==> config.mk <==
export PLATFORM = sky130hd
export DESIGN_NAME = pid_steer
export DESIGN_NICKNAME = d
export VERILOG_FILES = /design/src/rtl/pid_pkg.sv /design/src/rtl/pid_integrator.sv /design/src/rtl/pid_steer.sv
export SDC_FILE = /design/constraint.sdc
export NUM_CORES = 1
export LEC_CHECK = 0
export ABC_CLOCK_PERIOD_IN_PS = 4400
export CAP_MARGIN = 20
export CORE_MARGIN = 4
export CORE_UTILIZATION = 60
export CTS_CLUSTER_SIZE = 14
export DETAILED_ROUTE_END_ITERATION = 16
export HOLD_SLACK_MARGIN = 0.03
export PLACE_DENSITY_LB_ADDON = 0.2
export SLEW_MARGIN = 40
export SYNTH_ARGS = -nofsm -noshare
export SYNTH_HDL_FRONTEND = slang
export SYNTH_HIERARCHICAL = 1
export SYNTH_SLANG_ARGS = --single-unit
==> constraint.sdc <==
create_clock -name clk -period 4.4 [get_ports clk]
set_input_delay 0.44 -clock clk [delete_from_list [all_inputs] [get_ports clk]]
set_output_delay 0.44 -clock clk [all_outputs]
set_load 0.05 [all_outputs]
==> src/rtl/pid_pkg.sv <==
// ---------------------------------------------------------------------------
// pid_pkg
// Shared widths, datapath types and the saturation helper used by the
// pid_steer steering controller and its integrator.
//
// Contents:
//   ERR_W / ERR_SAT_W / INTEG_W / PID_W / SPD_W / FRWRD_W : datapath widths
//   SAT_W                 : working width of the saturation helper
//   err_t, spd_t, pid_t   : signed datapath word types
//   sat_signed(v, w)      : clamp a signed value to the signed range of w bits
// ---------------------------------------------------------------------------
package pid_pkg;

  localparam int ERR_W     = 12;
  localparam int ERR_SAT_W = 10;
  localparam int INTEG_W   = 18;
  localparam int PID_W     = 14;
  localparam int SPD_W     = 12;
  localparam int FRWRD_W   = 11;

  // Every value that gets clamped (error, error difference, speed sums)
  // fits comfortably in 16 signed bits, so one helper width covers them all.
  localparam int SAT_W = 16;

  typedef logic signed [ERR_W-1:0] err_t;
  typedef logic signed [SPD_W-1:0] spd_t;
  typedef logic signed [PID_W-1:0] pid_t;

  // Clamp a signed value into -(2**(width-1)) .. 2**(width-1)-1.
  // The result stays SAT_W wide; callers size-cast it to the target width,
  // which is lossless because the value is already inside that range.
  function automatic logic signed [SAT_W-1:0] sat_signed(
    input logic signed [SAT_W-1:0] value,
    input int                      width
  );
    int v;
    int hi;
    int lo;
    v  = int'(value);
    hi = (1 << (width - 1)) - 1;
    lo = -(1 << (width - 1));
    if (v > hi) begin
      return SAT_W'(hi);
    end
    if (v < lo) begin
      return SAT_W'(lo);
    end
    return value;
  endfunction

endpackage

==> src/rtl/pid_integrator.sv <==
// ---------------------------------------------------------------------------
// pid_integrator
// 18-bit signed accumulator of the saturated heading error for the I term.
// An addition that would overflow leaves the accumulator unchanged, and the
// accumulator is cleared whenever the robot is not permitted to move.
//
// Ports:
//   clk        : system clock
//   rst        : synchronous active-high reset, clears the accumulator
//   en_i       : error strobe; accumulate this cycle
//   moving_i   : high while the robot may move; low clears the accumulator
//   err_sat_i  : error already clamped to signed 10 bits
//   i_term_o   : I term derived from the accumulator value being loaded this
//                cycle (upper 12 bits, sign-extended to the PID width)
// ---------------------------------------------------------------------------
module pid_integrator
  import pid_pkg::*;
(
  input  logic                        clk,
  input  logic                        rst,
  input  logic                        en_i,
  input  logic                        moving_i,
  input  logic signed [ERR_SAT_W-1:0] err_sat_i,
  output pid_t                        i_term_o
);

  localparam int I_SHIFT = 6;

  logic signed [INTEG_W-1:0] integ_q;
  logic signed [INTEG_W-1:0] integ_d;
  logic signed [INTEG_W-1:0] err_ext;
  logic signed [INTEG_W-1:0] sum;
  logic                      ovf;

  assign err_ext = INTEG_W'(err_sat_i);
  assign sum     = integ_q + err_ext;

  // Two's-complement overflow: operands share a sign but the sum does not.
  assign ovf = (integ_q[INTEG_W-1] == err_ext[INTEG_W-1]) &&
               (sum[INTEG_W-1] != integ_q[INTEG_W-1]);

  // Not moving wins over accumulation; an overflowing add simply holds.
  always_comb begin
    integ_d = integ_q;
    if (!moving_i) begin
      integ_d = '0;
    end else if (en_i && !ovf) begin
      integ_d = sum;
    end
  end

  // Accumulator register.
  always_ff @(posedge clk) begin
    if (rst) begin
      integ_q <= '0;
    end else begin
      integ_q <= integ_d;
    end
  end

  // The I term follows the freshly updated value so a sample sees its own
  // contribution in the same pipeline stage.
  assign i_term_o = PID_W'($signed(integ_d[INTEG_W-1:I_SHIFT]));

endmodule

==> src/rtl/pid_steer.sv <==
// ---------------------------------------------------------------------------
// pid_steer
// Closed-loop steering controller feeding the motor driver. A signed heading
// error is turned into a PID correction that is added to / subtracted from
// the forward-speed command to give the left / right wheel speeds.
// Two registered stages: stage 1 captures P, I and D on err_vld, stage 2
// forms the clamped wheel speeds one clock later and pulses spd_vld.
//
// Build option:
//   PID_DTERM_EN : when defined, the derivative term (error minus the sample
//                  D_QUEUE_DEPTH strobes earlier) is built with its delay
//                  queue; when undefined the D term is zero and no queue
//                  registers exist.
//
// Ports:
//   clk      : system clock
//   rst      : synchronous active-high reset
//   error    : signed 12-bit heading error
//   err_vld  : one-cycle strobe, error valid
//   frwrd    : unsigned 11-bit forward-speed command
//   moving   : high while the robot may move
//   lft_spd  : signed 12-bit left speed command
//   rght_spd : signed 12-bit right speed command
//   spd_vld  : one-cycle strobe, speed outputs updated
// ---------------------------------------------------------------------------
module pid_steer
  import pid_pkg::*;
#(
  parameter logic signed [5:0] P_COEFF       = 6'sd3,
  parameter logic signed [4:0] D_COEFF       = 5'sd7,
  parameter int                D_QUEUE_DEPTH = 2
) (
  input  logic               clk,
  input  logic               rst,
  input  err_t               error,
  input  logic               err_vld,
  input  logic [FRWRD_W-1:0] frwrd,
  input  logic               moving,
  output spd_t               lft_spd,
  output spd_t               rght_spd,
  output logic               spd_vld
);

  logic signed [ERR_SAT_W-1:0] err_sat;
  pid_t                        p_d;
  pid_t                        i_term;

  logic                        vld1_q;
  pid_t                        p_q;
  pid_t                        i_q;

  pid_t                        pid;
  pid_t                        corr;
  logic signed [SAT_W-1:0]     fw_ext;
  logic signed [SAT_W-1:0]     lft_sum;
  logic signed [SAT_W-1:0]     rght_sum;
  spd_t                        lft_d;
  spd_t                        rght_d;

  spd_t                        lft_q;
  spd_t                        rght_q;
  logic                        vld2_q;

  assign err_sat = ERR_SAT_W'(sat_signed(SAT_W'(error), ERR_SAT_W));
  assign p_d     = pid_t'(err_sat) * pid_t'(P_COEFF);

  pid_integrator u_integ (
    .clk       (clk),
    .rst       (rst),
    .en_i      (err_vld),
    .moving_i  (moving),
    .err_sat_i (err_sat),
    .i_term_o  (i_term)
  );

`ifdef PID_DTERM_EN
  localparam int DIFF_W     = ERR_SAT_W + 1;
  localparam int DIFF_SAT_W = 7;

  logic signed [ERR_SAT_W-1:0]  dq_q [D_QUEUE_DEPTH];
  logic signed [DIFF_W-1:0]     diff;
  logic signed [DIFF_SAT_W-1:0] diff_sat;
  pid_t                         d_d;
  pid_t                         d_q;

  // The difference is taken one bit wider so it cannot wrap before clamping.
  assign diff     = DIFF_W'(err_sat) - DIFF_W'(dq_q[D_QUEUE_DEPTH-1]);
  assign diff_sat = DIFF_SAT_W'(sat_signed(SAT_W'(diff), DIFF_SAT_W));
  assign d_d      = pid_t'(diff_sat) * pid_t'(D_COEFF);

  // Sample history for the derivative. It advances on every error strobe,
  // including while not moving, so the history stays aligned with the error
  // stream rather than with the motion state.
  always_ff @(posedge clk) begin
    if (rst) begin
      for (int k = 0; k < D_QUEUE_DEPTH; k++) begin
        dq_q[k] <= '0;
      end
    end else if (err_vld) begin
      dq_q[0] <= err_sat;
      for (int k = 1; k < D_QUEUE_DEPTH; k++) begin
        dq_q[k] <= dq_q[k-1];
      end
    end
  end

  // Stage-1 register for the D term, captured alongside P and I.
  always_ff @(posedge clk) begin
    if (rst) begin
      d_q <= '0;
    end else if (err_vld) begin
      d_q <= d_d;
    end
  end

  assign pid = p_q + i_q + d_q;
`else
  assign pid = p_q + i_q;
`endif

  // Stage 1: capture P and I on the strobe; the valid bit follows the strobe
  // so that exactly one stage-2 update happens per accepted sample.
  always_ff @(posedge clk) begin
    if (rst) begin
      vld1_q <= 1'b0;
      p_q    <= '0;
      i_q    <= '0;
    end else begin
      vld1_q <= err_vld;
      if (err_vld) begin
        p_q <= p_d;
        i_q <= i_term;
      end
    end
  end

  // Correction and wheel-speed sums, all in a wide signed domain so that
  // only the final clamp limits the range.
  assign corr     = pid >>> 3;
  assign fw_ext   = SAT_W'($signed({1'b0, frwrd}));
  assign lft_sum  = fw_ext + SAT_W'(corr);
  assign rght_sum = fw_ext - SAT_W'(corr);
  assign lft_d    = SPD_W'(sat_signed(lft_sum, SPD_W));
  assign rght_d   = SPD_W'(sat_signed(rght_sum, SPD_W));

  // Stage 2: dropping moving forces the wheels to zero on the next edge,
  // whether or not a sample is arriving; otherwise speeds update only when
  // stage 1 holds a fresh sample and hold in between.
  always_ff @(posedge clk) begin
    if (rst) begin
      lft_q  <= '0;
      rght_q <= '0;
      vld2_q <= 1'b0;
    end else begin
      vld2_q <= vld1_q;
      if (!moving) begin
        lft_q  <= '0;
        rght_q <= '0;
      end else if (vld1_q) begin
        lft_q  <= lft_d;
        rght_q <= rght_d;
      end
    end
  end

  assign lft_spd  = lft_q;
  assign rght_spd = rght_q;
  assign spd_vld  = vld2_q;

endmodule

* After elaboration in Yosys (flattened, before gate mapping)
Index checks and enable logic that the tools add are counted.
** Operators by class
- Add/subtract/negate cells :: 4
- Multipliers :: 1
- Magnitude comparators :: 6
- Eq/ne operators :: 2
- Mux-type cells :: 23
- Bitwise gates (word level) :: 1
- Reductions and logical operators :: 4
** Operator list (number)
- two-way mux 12 bit :: 8
- two-way mux 10 bit :: 4
- two-way mux 18 bit :: 2
- > comparator 13 x 12 -> 1 bit (second input constant) :: 2
- < comparator 13 x 12 -> 1 bit (second input constant) :: 2
- adder 18 x 10 -> 18 bit :: 1
- adder 14 x 12 -> 14 bit :: 1
- adder 12 x 11 -> 13 bit :: 1
- multiplier 10 x 3 -> 13 bit (second input constant) :: 1
- subtractor 12 x 11 -> 13 bit :: 1
- > comparator 12 x 10 -> 1 bit (second input constant) :: 1
- < comparator 12 x 10 -> 1 bit (second input constant) :: 1
- two-way mux 1 bit :: 9
- logical AND 1 bit :: 2
- OR reduction 2 bit :: 1
- == test 1 bit :: 1
- zero test 1 bit :: 1
- inequality test 1 bit :: 1
- NOT 1 bit :: 1
** Storage, ports and cells
- Register bits :: 70
- Logic and storage cells :: 49

* Longest topological paths before layout
Gate-level depths: netlist (run 1).
- Depth in word-level cells :: 12
- Mapped depth :: 19
- Mapped depth without buffers :: 17

* Hierarchy
Netlist (run 1), hierarchy kept.
** By module, submodules not included
- pid_steer :: times used 1, cells an instance 516, area each 4317.9 sq um
- pid_integrator :: times used 1, cells an instance 233, area each 1813.0 sq um

* Worst setup path before layout (run 1)
OpenSTA, ideal clock, no wires.
- Kind :: register -> register
- Start :: reg p_q[1]
- End :: reg rght_q[7] (netlist: rght_spd[7])
- Library setup time :: 0.117 ns
- Arrival :: 3.812 ns
- Required time :: 4.283 ns
- Slack :: 0.470 ns
- Cell stages (with the launch flop) :: 19
- Path buffers :: 1
- Clock period less this slack :: 3.930 ns
- Cells stage by stage :: dfxtp_1 > ha_1 > a31o_2 > a21oi_2 > o21ai_2 > a41oi_1 > o21bai_1 > a21o_1 > xor2_1 > ha_1 > inv_2 > a221oi_1 > o21ai_0 > or3_1 > a31oi_2 > buf_6 > or2_1 > o211ai_1 > a32o_1
** Between the ends
- Longest elaborated chain between the ends :: 7
- Elaborated cells on any way between the ends :: 10
** Ends and longest elaborated chain
- from (decl) :: line pid_steer.sv:49 : pid_t p_q;
- from (signal assigned) :: line pid_steer.sv:131 : p_q <= p_d;
- adder 14 x 12 -> 14 bit (*) :: line pid_steer.sv:118 : assign pid = p_q + i_q;
- subtractor 12 x 11 -> 13 bit (*) :: line pid_steer.sv:142 : assign rght_sum = fw_ext - SAT_W'(corr);
- < comparator 13 x 12 -> 1 bit :: line pid_pkg.sv:45 : if (v < lo) begin
- two-way mux 1 bit (2 in a row) :: line pid_pkg.sv:45
- two-way mux 12 bit :: line pid_pkg.sv:48 : return value;
- two-way mux 12 bit (*) :: line pid_pkg.sv:45
- to (signal assigned) :: line pid_steer.sv:161 : rght_q <= rght_d;
- to (decl) :: line pid_steer.sv:61 : spd_t rght_q;
Every way passes the cells marked *; elsewhere a longest branch is shown, timed or not. The select of a mux whose other input is x is not followed.
A chain may end at the register's enable or synchronous reset.

* Final worst setup path (run 1)
- Start :: reg p_q[1]
- End :: reg rght_q[10] (netlist: rght_spd[10])
The elaborated chain is that of the path after synthesis.

==> summary.md, run 1 <==
| Metric | Value |
|---|---|
| Worst setup EP type | flip-flop |
| Ports | 52 |
| Vias | 5688 |
| CTS Buf Count | 9 |
| Dpl cell area | 0.00680 mm2 |
| Final Wtd Congestion | 0.942 |
| First-pass GRT wire length | 25.6 mm |
| Leak | 2.94 nW |
| Cells along the critical path | ha_1 > a31o_2 > a21oi_4 > o21ai_2 > a41oi_2 > o21bai_1 > a21o_1 > xor2_1 > ha_1 > inv_2 > a221oi_1 > o21ai_0 > or3_1 > a31oi_4 > buf_6 > or2_1 > o211ai_1 > a32o_1 |
| Crit share post-route | 94.7% |
| Setup crit start kind | flip-flop |
| Asr flop ratio synth | 0% |
| Kind of critical path | flip-flop to flip-flop |
| H-Tree Depth | 3 |
| Worst vdd ir | 158 uV |
| Min Hold Slack | 0.441 ns |
| CTS Sinks | 71 |
| Post-route ant nets | 0 |
| First drt pass iteration count | 5 |
| Crit path DAT | 4.42 ns |
| GRT overflow | 0 |
| Fin. max-slew vios | 0 |
| Syn-to-layout area delta | 15.7% |
| Clock Latency Late Sink | 0.36 ns |
| Seq/Total Area, Yosys | 23.2% |
| GRT Overall Usage | 27.1% |
| Routed wl met3 | 710 um |
| Post-Syn Nets | 853 |
| Final min period | 4.16 ns |
| Fin area | 0.00709 mm2 |
| Worst-margin pin slew | 0.661 ns |
| CTS max path bufs | 2 |
| Die Ht | 109 um |
| Post-synthesis cell count | 749 |
| EDFF count, synth | 0 |
| DP Wirelength | 12.1 mm |
| Fin. Hold Viols | 0 |
| Ratio of cells with drive above 1 in the final layout | 9.84% |
| Largest net degree at the start of global routing | 35 |
| DR WL/cell | 16.6 um |
| Synth unique cells | 77 |
| Buf/Inv on CP | 2 |
| Worst endpoint required time | 4.65 ns |
| Row count | 36 |
| Die area | 0.0119 mm2 |
| Status | completed |
| Core Region | 0.00986 mm2 |
| Nets | 903 |
| Clock slew at reported path FFs | 0.08 ns |
| Final setup vio count | 0 |
| Number of port buffers | 51 |
| Vias in the first global route | 5486 |
| HP Class | flip-flop to flip-flop |
| WL final | 15.6 mm |
| Met1 wire length | 6.40 mm |
| CP Max Fanout | 9 |
| Power Dens Cells | 347 mW/mm2 |
| Cts hold-fix bufs | 0 |
| DR iter-0 viols | 379 |
| DIE WIDTH | 109 um |
| Fmax | 0.240 GHz |
| Rel. slew slack | 55.9% |
| Synth Register Bits | 71 |
| CTS Root Cell | clkbuf_8 |
| Worst path slowest cell | ha_1 |
| Max_cap viols | 0 |
| Skew final | 0.0142 ns |
| Ys Warns | 6 |
| Antenna violations before repair | 0 |
| Top cell by count, worst path | ha_1 |
| TritonCTS clock tree | built |
| Main flop type after synthesis | dfxtp_1 |
| Mapped Area | 0.00613 mm2 |
| Worst path max stage delay | 0.39 ns |
| # DRC | 0 |
| Delay-heaviest family, CP | compound AO/OA/AOI/OAI gates |
| Routed met2 length | 7.89 mm |
| Util after Layout | 71.9% |
| Top Metal Used | met4 |
| Vias/cell | 6.08 |
| Initial core utilization | 62.2% |
| Mean area per synthesized cell | 8.19 um2 |
| Antenna cells | 0 |
## final cells by class
class | instances | area (um2)
timing repair buffer | 74 | 697
tap | 133 | 166
clock inverter | 5 | 108
sequential | 71 | 1420
fill | 774 | 2770
clock buffer | 10 | 128
inverter | 31 | 119
multi-input combinational | 612 | 4450
## cell usage in the layout, fill, tap and decap left out, types with 14 or more instances in the layout
cell type / netlist / routed
ha_1: 73 / 73
nor2_1: 99 / 98
o21ai_0: 28 / 28
buf_4: 4 / 22
xnor2_1: 38 / 38
o211ai_1: 14 / 14
dfxtp_1: 71 / 71
a21oi_1: 70 / 70
nand2_1: 40 / 40
nor3_1: 14 / 14
nand3_1: 22 / 22
mux2i_1: 30 / 30
inv_1: 28 / 28
clkdlybuf4s50_1: 0 / 50
## cell usage after synthesis (3+ instances only)
cell | count | area (um2)
fa_1 | 4 | 80.1
xnor2_1 | 38 | 333
clkbuf_1 | 15 | 56.3
nand4_1 | 5 | 31.3
nand2b_1 | 10 | 62.6
a31oi_1 | 5 | 31.3
o211ai_1 | 14 | 105
ha_1 | 73 | 913
a221oi_1 | 4 | 35.0
buf_1 | 5 | 18.8
mux2i_1 | 30 | 300
nor3_1 | 14 | 70.1
o21ai_1 | 13 | 65.1
o21bai_1 | 8 | 60.1
nor2_1 | 99 | 372
a21o_1 | 8 | 60.1
xor2_1 | 9 | 78.8
and2_1 | 4 | 25.0
or3_1 | 5 | 31.3
a32o_1 | 10 | 100
inv_1 | 28 | 105
buf_6 | 3 | 33.8
dfxtp_1 | 71 | 1420
nand3_1 | 22 | 110
o21ai_0 | 28 | 140
a22o_1 | 5 | 43.8
buf_4 | 4 | 30.0
a21oi_1 | 70 | 350
a211oi_1 | 13 | 97.6
nand2_1 | 40 | 150
a211o_1 | 3 | 26.3
a21oi_2 | 6 | 52.6
buf_2 | 8 | 40.0
and3_1 | 3 | 18.8
o21a_1 | 8 | 60.1
nor2b_1 | 10 | 62.6
## what timing repair did
| action | 4_1_cts | 5_1_grt |
|---|---|---|
| setup buffers | 0 | 2 |
| endpoints found under the setup margin | 0 | 21 |
| gates resized for setup | 0 | 6 |
## power breakdown
| part | leakage [nW] | internal [W] | switching, W |
|---|---|---|---|
| Clock | 0.117 | 0.000376 | 0.000256 |
| Combinational | 2.25 | 0.000460 | 0.000652 |
| Sequential | 0.579 | 0.000686 | 0.0000289 |
| Total | 2.94 | 0.00152 | 0.000937 |
## per-stage QoR
| stage | total power (W) | TNS [ns] | worst slack, ns | cells |
|---|---|---|---|---|
| 3_5_place_dp | 0.00181 | 0 | 0.0796 | 919 |
| 6_report | 0.00246 | 0 | 0.235 | 936 |
| 4_1_cts | 0.00244 | 0 | 0.0475 | 934 |
| 2_1_floorplan | 0.00155 | 0 | 0.470 | 749 |
| 5_1_grt | 0.00261 | -0.124 | -0.0309 | 936 |
| 3_3_place_gp | 0.00178 | 0 | 0.237 | 919 |
## metal layers
metal  vias up  GRT usage (%)
met5         -              0
met4         0           12.5
met3        42           3.32
met2       160           49.1
met1      2670           31.5
li1       2816              -
## cell families after synthesis
group	count (synthesis)	synth area share, %
buffers and inverters	66	4.86
adders and majority gates	77	16.2
xor gates and xnor gates	49	7.43
and+or+nand+nor	228	17.3
DFF	71	23.2
AOI/OAI and AO/OA	226	25.7
muxes	32	5.27
## worst paths after layout
path	start	to	slack, ns	cells past startpoint
setup / recovery	p_q[1]$_SDFFE_PP0P_	rght_spd[10]$_SDFFE_PP0P_	0.24	18
hold / removal	lft_spd[9]$_SDFFE_PP0P_	lft_spd[9]$_SDFFE_PP0P_	0.44	2
setup reg to reg	p_q[1]$_SDFFE_PP0P_	rght_spd[10]$_SDFFE_PP0P_	0.24	18
hold reg to reg	lft_spd[9]$_SDFFE_PP0P_	lft_spd[9]$_SDFFE_PP0P_	0.44	2
## sequential cells by signal, indices dropped and copies added, names as in the netlist
register and count:
lft_spd 12, spd_vld 1, vld1_q 1, i_q 14, rght_spd 12, u_integ/integ_q 18
p_q 13
## tightest hold or removal path, cell delays in order, from the launching register on
cell and delay [ns]:
dfxtp_1 0.31, nand2_1 0.05, nand2_1 0.04
(Power assumes the default switching activity.)
==> run 2, diff against run 1 <==
- ABC_CLOCK_PERIOD_IN_PS: 4400 -> 4900
- clock period: 4.4 -> 4.9 ns (I/O delays scaled with it)
==> run 2 against run 1 <==
Sequential share of layout area is 0.52 points higher. Clock power fell by 25%. Die area unchanged. Utilization down 1.8 points. Critical path depth unchanged. Setup slack improved by 0.14 ns. First-iteration DRC count is 15% lower. Wire length shrank 0.79%. Non-clock buffer count down 12. Worst hold slack gained 0.010 ns. Register-to-register slack gained 0.14 ns. Clock skew decreased by 0.0039 ns. Critical endpoint is now rght_spd[5]$_SDFFE_PP0P_.
==> summary.md, run 2 (synthesized netlist as in run 1, its figures left out) <==
| Metric | Value |
|---|---|
| Setup TNS Final | 0 ns (unchanged) |
| CTS Sinks | 71 (unchanged) |
| Cts hold-fix bufs | 0 (unchanged) |
| Core Region | 0.00986 mm2 (unchanged) |
| GRT overflow | 0 (unchanged) |
| Antenna violations before repair | 0 (unchanged) |
| Post CTS Setup Buffer Count | 0 (unchanged) |
| CTS Buf Count | 9 (unchanged) |
| Final Wtd Congestion | 0.921 (-2.2%) |
| Unrepaired setup endpoints after global routing | false |
| Post-route ant nets | 0 (unchanged) |
| Worst R2R Start | p_q[1]$_SDFFE_PP0P_ |
| Fin. max-slew vios | 0 (unchanged) |
| Initial core utilization | 62.2% (unchanged) |
| Power Dens Cells | 302 mW/mm2 (-13%) |
| Final setup vio count | 0 (unchanged) |
| DP Wirelength | 12.1 mm (-0.17%) |
| Clock slew at reported path FFs | 0.08 ns (about the same) |
| Crit path DAT | 4.81 ns (+0.39 ns) |
| Max_cap viols | 0 (unchanged) |
| H-Tree Depth | 3 (unchanged) |
| Worst endpoint required time | 5.18 ns (+0.53 ns) |
| Worst-margin pin slew | 0.750 ns (+0.0889 ns) |
| Commonest non-fill, non-tap cell in the layout | nor2_1 |
| Vias | 5633 (-0.97%) |
| Die area | 0.0119 mm2 (unchanged) |
| Ports | 52 (unchanged) |
| Final min period | 4.52 ns (+0.360 ns) |
| Setup crit start kind | flip-flop |
| Max FFs per register | 18 (unchanged) |
| DR WL/cell | 16.7 um (+0.39%) |
| Worst setup EP type | flip-flop |
| Largest Register | u_integ/integ_q |
| First-pass GRT wire length | 25.0 mm (-2.4%) |
| First drt pass iteration count | 5 (unchanged) |
| Post-CTS sizing | 0 (unchanged) |
| Worst path slowest cell | ha_1 |
| TritonCTS clock tree | built |
| Worst vdd ir | 158 uV (-0.39%) |
| DIE WIDTH | 109 um (unchanged) |
| Leak | 2.86 nW (-2.9%) |
| WL final | 15.4 mm (-0.79%) |
| Worst path max stage delay | 0.37 ns (-0.02 ns) |
| Die Ht | 109 um (unchanged) |
| Top cell by count, worst path | ha_1 |
| HP Class | flip-flop to flip-flop |
| GRT Overall Usage | 26.4% (-0.69 points) |
| CTS Root Cell | clkbuf_8 |
| Status | completed |
| Antenna cells | 0 (unchanged) |
| Kind of critical path | flip-flop to flip-flop |
| Syn-to-layout area delta | 12.8% |
| CP Max Fanout | 7 (-2) |
| Crit path from | p_q[1]$_SDFFE_PP0P_ |
| Row count | 36 (unchanged) |
| Number of port buffers | 51 (unchanged) |
| Cells along the critical path | ha_1 > a31o_2 > a21oi_2 > o21ai_2 > a41oi_1 > o21bai_1 > a21o_1 > xor2_1 > ha_1 > inv_2 > a221oi_1 > o21ai_0 > or3_1 > a31oi_2 > buf_4 > nor3_2 > a211oi_4 > a22o_1 |
| Hold path start | lft_spd[10]$_SDFFE_PP0P_ |
| Rel. slew slack | 49.8% (-6.0 points) |
| Most frequent cells in the layout | 98 x nor2_1, 73 x ha_1, 71 x dfxtp_1 |
| Vias/cell | 6.09 (+0.21%) |
| Clock Latency Late Sink | 0.35 ns (about the same) |
| Skew final | 0.0103 ns (-0.00389 ns) |
| Vias in the first global route | 5503 (+0.31%) |
| Fmax | 0.221 GHz (-7.9%) |
| Ratio of cells with drive above 1 in the final layout | 8.08% (-1.8 points) |
| Largest net degree at the start of global routing | 35 (unchanged) |
| DR iter-0 viols | 324 (-15%) |
| Crit share post-route | 92.3% (-2.3 points) |
| Min Hold Slack | 0.451 ns (+0.0104 ns) |
| # DRC | 0 (unchanged) |
| Fin. Hold Viols | 0 (unchanged) |
| Nets | 891 (-1.3%) |
| Regs by FF count | u_integ/integ_q x18, i_q x14, p_q x13 |
| CTS max path bufs | 2 (unchanged) |
run 2: through the flow:
step	util [%]	power (W)	setup WS, ns	instances	area (um2)
after floorplan	-	0.00139	0.970	749	6130
after CTS	69.9	0.00209	0.384	924	6900
after detailed placement	67.9	0.00161	0.428	908	6700
after global routing	70.1	0.00222	0.100	925	6910
final	70.1	0.00208	0.376	925	6910
after global placement	67.9	0.00159	0.574	908	6700
run 2: area by class of cell:
type / count / area (um2)
fillers: 804 / 2950
multi-input cells: 612 / 4410
repair buffers: 62 / 594
inverters: 31 / 119
flip-flops and latches: 71 / 1420
clock inverters: 5 / 56.3
clock buffers: 11 / 141
well taps: 133 / 166
run 2: power breakdown:
| group | internal, W | leakage, nW | total, W | switching (W) |
|---|---|---|---|---|
| registers | 0.000616 | 0.579 | 0.000642 | 0.0000257 |
| logic | 0.000393 | 2.18 | 0.000972 | 0.000578 |
| clock network | 0.000249 | 0.0997 | 0.000472 | 0.000222 |
| total | 0.00126 | 2.86 | 0.00208 | 0.000826 |
run 2: worst paths after layout:
check / end / cells past startpoint / slack [ns]
max: rght_spd[5]$_SDFFE_PP0P_ / 18 / 0.38
min: lft_spd[10]$_SDFFE_PP0P_ / 2 / 0.45
max reg2reg: rght_spd[5]$_SDFFE_PP0P_ / 18 / 0.38
min reg2reg: lft_spd[10]$_SDFFE_PP0P_ / 2 / 0.45
run 2: metal layers:
metal,track usage [%],vias to the layer above,share of wire [%]
li1,-,2785,-
met1,30.0,2615,42
met2,48.1,189,50
met3,3.14,44,4.5
met4,13.4,0,4.0
met5,0,-,0
run 2: worst max-delay path: cells and delay by family, from the launching register on:
kind                     cells  cell delay (ns)
XOR/XNOR                     1             0.16
flip-flops                   1             0.32
AND/OR/NAND/NOR              2             0.43
buffers and inverters        2             0.34
adder cells (fa/ha/maj)      2             0.66
AO/OA/AOI/OAI               11             2.54
